===== config.mk =====
export PLATFORM = sky130hd
export DESIGN_NAME = spi_dac_mc
export DESIGN_NICKNAME = d
export VERILOG_FILES = /design/src/rtl/spi_dac_mc.sv
export SDC_FILE = /design/constraint.sdc
export NUM_CORES = 1
export LEC_CHECK = 0
export CORE_MARGIN = 8
export CORE_UTILIZATION = 35
export CTS_CLUSTER_SIZE = 28
export DETAILED_ROUTE_END_ITERATION = 6
export HOLD_SLACK_MARGIN = 0.05
export SETUP_SLACK_MARGIN = 0.15
export SLEW_MARGIN = 20
export SYNTH_ARGS = -nofsm -noshare
export SYNTH_HDL_FRONTEND = slang
export SYNTH_SLANG_ARGS = --single-unit

===== constraint.sdc =====
create_clock -name CLOCK_50 -period 2.1 [get_ports CLOCK_50]
set_input_delay 0.42 -clock CLOCK_50 [delete_from_list [all_inputs] [get_ports CLOCK_50]]
set_output_delay 0.42 -clock CLOCK_50 [all_outputs]
set_load 0.01 [all_outputs]

===== src/rtl/spi_dac_mc.sv =====
// Multi-channel MCP4922-class SPI DAC serialiser: one 16-bit command word per channel per load.
// Optional LDAC latch phase enabled by defining SPI_DAC_LDAC_EN.
module spi_dac_mc #(
  parameter int unsigned DW      = 10,
  parameter int unsigned NCH     = 2,
  parameter int unsigned CLK_DIV = 2
) (
  input  logic              CLOCK_50,
  input  logic              rst_n,
  input  logic              load,
  input  logic [NCH*DW-1:0] data_in,
  input  logic [2:0]        cfg,
  output logic              busy,
  output logic              done,
  output logic              ovr,
  output logic              DAC_SDI,
  output logic              DAC_CS,
  output logic              DAC_SCK,
  output logic              DAC_LD
);

  localparam int unsigned H2 = 2 * CLK_DIV;
  localparam int unsigned CW = (H2 > 2) ? $clog2(H2) : 1;

  typedef enum logic [2:0] {S_IDLE, S_SHIFT, S_GAP, S_LDAC, S_FIN} state_t;

  state_t              r_state, w_state;
  logic [CW-1:0]       r_cnt, w_cnt;
  logic [3:0]          r_bit, w_bit;
  logic                r_ch, w_ch;
  logic [NCH*DW-1:0]   r_data, w_data;
  logic [2:0]          r_cfg, w_cfg;
  logic                r_busy, r_done, r_ovr, r_sdi, r_cs, r_sck;
  logic                w_busy, w_done, w_ovr, w_sdi, w_cs, w_sck, w_ld;
  logic                w_last;
  logic [2*DW-1:0]     w_pad;
  logic [DW-1:0]       w_samp;
  logic [15:0]         w_word;

  assign w_last = (r_cnt == CW'(H2 - 1));

  // Next-state logic, then next values of the registered outputs derived from it
  always_comb begin
    w_state = r_state;
    w_cnt   = r_cnt;
    w_bit   = r_bit;
    w_ch    = r_ch;
    w_data  = r_data;
    w_cfg   = r_cfg;
    w_pad   = '0;
    w_samp  = '0;
    w_word  = '0;
    w_busy  = 1'b0;
    w_done  = 1'b0;
    w_ovr   = load & r_busy;
    w_sdi   = 1'b0;
    w_cs    = 1'b1;
    w_sck   = 1'b0;
    w_ld    = 1'b1;

    case (r_state)
      S_IDLE, S_FIN: begin
        if (load) begin
          w_state = S_SHIFT;
          w_cnt   = '0;
          w_bit   = 4'd15;
          w_ch    = 1'b0;
          w_data  = data_in;
          w_cfg   = cfg;
        end else begin
          w_state = S_IDLE;
        end
      end
      S_SHIFT: begin
        w_cnt = w_last ? '0 : r_cnt + CW'(1);
        if (w_last) begin
          if (r_bit == 4'd0) w_state = S_GAP;
          else               w_bit   = r_bit - 4'd1;
        end
      end
      S_GAP: begin
        w_cnt = w_last ? '0 : r_cnt + CW'(1);
        if (w_last) begin
          if (32'(r_ch) < NCH - 1) begin
            w_ch    = 1'b1;
            w_bit   = 4'd15;
            w_state = S_SHIFT;
          end else begin
`ifdef SPI_DAC_LDAC_EN
            w_state = S_LDAC;
`else
            w_state = S_FIN;
`endif
          end
        end
      end
`ifdef SPI_DAC_LDAC_EN
      S_LDAC: begin
        w_cnt = w_last ? '0 : r_cnt + CW'(1);
        if (w_last) w_state = S_FIN;
      end
`endif
      default: w_state = S_IDLE;
    endcase

    // Sample left-justified in the 12-bit field behind {channel, BUF, GA_n, SHDN_n}
    w_pad  = (2*DW)'(w_data);
    w_samp = w_ch ? w_pad[DW +: DW] : w_pad[0 +: DW];
    w_word = {w_ch, w_cfg, 12'(w_samp) << (12 - DW)};

    w_cs   = (w_state != S_SHIFT);
    w_sck  = (w_state == S_SHIFT) && (w_cnt >= CW'(CLK_DIV));
    w_sdi  = (w_state == S_SHIFT) && w_word[w_bit];
    w_busy = (w_state == S_SHIFT) || (w_state == S_GAP) || (w_state == S_LDAC);
    w_done = (w_state == S_FIN);
    w_ld   = (w_state != S_LDAC);
  end

  always_ff @(posedge CLOCK_50 or negedge rst_n) begin
    if (!rst_n) begin
      r_state <= S_IDLE;
      r_cnt   <= '0;
      r_bit   <= '0;
      r_ch    <= 1'b0;
      r_data  <= '0;
      r_cfg   <= '0;
      r_busy  <= 1'b0;
      r_done  <= 1'b0;
      r_ovr   <= 1'b0;
      r_sdi   <= 1'b0;
      r_cs    <= 1'b1;
      r_sck   <= 1'b0;
    end else begin
      r_state <= w_state;
      r_cnt   <= w_cnt;
      r_bit   <= w_bit;
      r_ch    <= w_ch;
      r_data  <= w_data;
      r_cfg   <= w_cfg;
      r_busy  <= w_busy;
      r_done  <= w_done;
      r_ovr   <= w_ovr;
      r_sdi   <= w_sdi;
      r_cs    <= w_cs;
      r_sck   <= w_sck;
    end
  end

`ifdef SPI_DAC_LDAC_EN
  logic r_ld;

  always_ff @(posedge CLOCK_50 or negedge rst_n) begin
    if (!rst_n) r_ld <= 1'b1;
    else        r_ld <= w_ld;
  end

  assign DAC_LD = r_ld;
`else
  // Without a latch phase each channel updates on its own CS rise
  assign DAC_LD = 1'b0;
`endif

  assign busy    = r_busy;
  assign done    = r_done;
  assign ovr     = r_ovr;
  assign DAC_SDI = r_sdi;
  assign DAC_CS  = r_cs;
  assign DAC_SCK = r_sck;

endmodule


==> out/metrics.sh <==
FF_LATCH_AREA_UM2=978.4
POWER.LEAKAGE_nW=1.277
SYNTH_TOP_FLOP_CELL='dfrtp_1'
CLOCK_TREE_ROOT_BUFFER_CELL='clkbuf_8'
CP_CELL_SEQUENCE='ha_4 -> and4bb_2 -> a21boi_2 -> a311oi_4 -> inv_2 -> buf_4 -> nor4_2 -> nand2_1 -> a32oi_1'
SYNTHTOPCELLSBYCOUNT='38 x dfrtp_1, 23 x mux2_2, 18 x nor3_1'
DESIGN.FINAL.NETS=270
ANTENNA-DIODE-COUNT=0
SETUP.WORST_PATH.START_CLASS='flop'
PATH_BUF_INV=2
GLOBAL_ROUTE.USAGE.MET1_PCT=14.60
CORE.ROWCOUNT=27
CLK_LATENCY_NS=0.29
YOSYSSEQAREASHARE_PCT=50.19
POST_SYNTH.CELL_AREA_AVG_UM2=11.52
REGTOREGSETUPSLACK_NS=0.006
INITIAL_UTILIZATION_PCT=35.79
CTS.HTREE.LEVELS=2
PLACE.DETAILED.INSTANCES=289
POSTSYNTHNETCOUNT=197
SYNTH_MOST_COMMON_CELL='dfrtp_1'
YOSYSTOPAREACELL='dfrtp_1'
DRT_ITER0_MARKERS=94
FINAL_MIN_PERIOD_OVER_CLOCK_PERIOD_PCT=99.71
POWER-PER-CELL-AREA_nW_PER_UM2=495.1
POST_SYNTHESIS_ASYNC_SET_OR_RESET_FLOP_SHARE_PCT=100.0
WORST_PATH_MAX_DELAY_CELL='dfrtp_1'
CLOCK_TREE.BUFFER_DEPTH=2
CRIT_FANOUT=8
CORE-AREA_UM2=5439
MULTI_INPUT_COMB_AREA_UM2=1021
SYNTH_CELLS=169
DESIGN.DIE.AREA_UM2=8205
NUMBER_OF_TOP_LEVEL_PINS=33
WHS_NS=0.1666
DETAILED_PLACE.AREA_UM2=2509
FIRST_PASS_ITERS=4
CRIT_PATH_END_KIND='flop'
YOSYS.AREA_SHARE.SIMPLE_PCT=16.58
TIMING.SETUP.CRITICAL_PATH_CLASS='reg2reg'
ANTENNA_FOUND_INITIAL=0
CTS_SINKS=39
GRT_PASS1_VIAS=1628
GRT_USAGE_PCT=11.36
DIE_HEIGHT_UM=90.58
DETAILROUTE.VIA_COUNT=1568
TIMING_WORST_SLEW_PIN_VALUE_NS=0.5007
MAXSLEWHEADROOM_PCT=66.62
IO_BUFFERS=31
CRITICAL_PATH.TOP_DELAY_FAMILY='simple AND/OR/NAND/NOR gates'
YS_FF_LATCH=39
WORSTPATHREQUIRED_NS=2.31
FINAL_LAYOUT_SIZE_SUFFIX_GT1_SHARE_PCT=46.50
VIAS_PER_CELL=4.978
STATUS='finished clean'
DRV_SLEW=0
SYNTH.LIB_CELLS_USED.DISTINCT=51
NETLIST_TOP_CELLS_AREA='dfrtp_1 49%, mux2_2 13%, nor3_1 4.6%'
WORST_CLK_SKEW_NS=0.003429
SYNTH_COMPOUND_AREA_SHARE_PCT=11.12
GRT_PASS1_WL_UM=7700
POST_ROUTE_CELL_AREA_UM2=2933
GRT_UTIL_MET2_PCT=16.93
VDD.IR_DROP.WORST_V=0.0003642
FINAL-INSTANCE-COUNT-EXCL-FILL=315
MOST_CROWDED_LAYER_GR='met2'
GROUTE.LAYER.MET3.USAGE_PCT=4.156
CLK_TRANSITION_REPORTED_PATHS_NS=0.08
CTS-BUFFERS-INSERTED=5
DOMINANT_COMBINATIONAL_CELL_FAMILY_BY_AREA_AFTER_SYNTHESIS='simple AND/OR/NAND/NOR gates'
CRITICAL_PATH_AT_NS=2.30
TOTALWIRELENGTH_UM=4666
DRC_ERRORS=0
POST-DP-HPWL_UM=3103
MUX_SHARE_OF_POST_SYNTHESIS_CELL_AREA_PCT=14.85
FINAL.MIN_CLOCK_PERIOD_NS=2.094
FLOW.AREA_GROWTH_FROM_SYNTHESIS_PCT=50.64
GLOBAL_ROUTE.OVERFLOW_TOTAL=0
CRITICAL_PATH.MAX_STAGE_DELAY_NS=0.40
SYNTH_XOR_XNOR_AREA_SHARE_PCT=0.4499
SYNTH_TOP_AREA_SHARE_PCT=48.84
FMAX_MHz=477.6
SYNTHESIS.YOSYS.WARNINGS=0
NUMBER_OF_ENABLE_TYPE_REGISTER_CELLS_IN_THE_SYNTHESIZED_NETLIST=0
PIN_COUNT_OF_THE_BIGGEST_NET_ENTERING_GLOBAL_ROUTING=40
CTSHOLDBUFFERS=0
SETUP_VIOL_COUNT_FINAL=0
MAXCAPVIOLCOUNT=0
FP.DIEW_UM=90.58
DETAIL_ROUTE.WL_PER_CELL_UM=14.81
FINAL-HOLD-VIOLATION-COUNT=0
SYN_AREA_UM2=1947
TRITONCTS='done'
FILL_CELLS=493
HOLD_CLASS='in2async'
GP_ROUTABILITY_CONGESTION=0.7904
UNREPAIRED_SETUP_ENDPOINTS_AFTER_GLOBAL_ROUTING='true'
SYNTHADDERAREAFRAC_PCT=1.285
DRT.ANTENNA.VIOLATING_NETS=0
[sequential cells by signal, indices dropped and copies added, names as in the netlist, 2 cells and up]
register and flops:
r_bit 4, r_cfg 3, r_cnt 2, r_data 20, r_state 3
[area by class of cell]
class	count	share of cell area, %
Multi-Input combinational cell	111	34.81
Sequential cell	39	33.36
Timing Repair Buffer	75	23.85
Clock buffer	7	3.285
Tap cell	72	3.072
Inverter	10	1.365
Clock inverter	1	0.2560
[metal layers]
| layer | share of wire, % | vias to the layer above |
|---|---|---|
| met1 | 48 | 767 |
| met3 | 4.3 | 11 |
| li1 | - | 752 |
| met5 | 0 | - |
| met4 | 2.0 | 0 |
| met2 | 46 | 38 |
[final timing paths]
path	startpoint	end	depth (start not counted)
setup reg to reg	r_cnt[1]	DAC_SDI	9
hold reg to reg	busy	ovr	1
max in group asynchronous	rst_n	r_state[1]	2
hold / removal	rst_n	r_cnt[0]	2
min in group CLOCK_50	busy	ovr	1
setup / recovery	r_cnt[1]	DAC_SDI	9
[cell families after synthesis]
family / after synthesis
multiplexers: 26
XOR/XNOR: 1
AO/OA/AOI/OAI: 25
adder cells (fa/ha/maj): 2
other: 1
AND/OR/NAND/NOR: 56
flip-flops: 39
buffers and inverters: 19
[report_power, final]
part / leakage, nW / internal, mW / total [mW] / switching, mW
sequential: 0.486 / 0.774 / 0.780 / 0.00584
combinational: 0.741 / 0.0675 / 0.111 / 0.0434
clock: 0.0505 / 0.299 / 0.561 / 0.262
total: 1.28 / 1.14 / 1.45 / 0.311
[placed cells by master, fill, tap and decap left out, types with 2 or more instances in the layout]
cell              n
buf_4            38
dfrtp_1          37
clkdlybuf4s50_1  29
mux2_2           23
nor3_1           16
nor2_1           10
clkbuf_8          7
inv_2             5
inv_1             4
nand2b_1          3
a211oi_2          3
nor2b_1           3
nand2_1           3
buf_12            3
nand4bb_4         2
nor3_2            2
and3_1            2
a21oi_1           2
mux2i_1           2
a221oi_1          2
nor4_2            2
ha_4              2
buf_6             2
[timing repair]
action | CTS | global route
setup endpoints to repair | 2 | 2
pin swaps | 6 | 13
gates resized for setup | 9 | 23
buffers inserted | 4 | 13
cloned | 1 | 0
[per-stage QoR]
step	worst slack [ns]	TNS, ns	total power [mW]	utilization, %
floorplan	0.1535	0	0.8301	-
global placement	-0.3398	-0.3398	0.9043	46.12
detailed placement	-0.3346	-0.3346	0.9056	46.12
CTS	0.03867	0	1.477	49.99
global route	-0.1222	-0.1222	1.517	53.92
finish	0.006000	0	1.452	53.92
No activity file was read; power rests on OpenSTA's default activity.
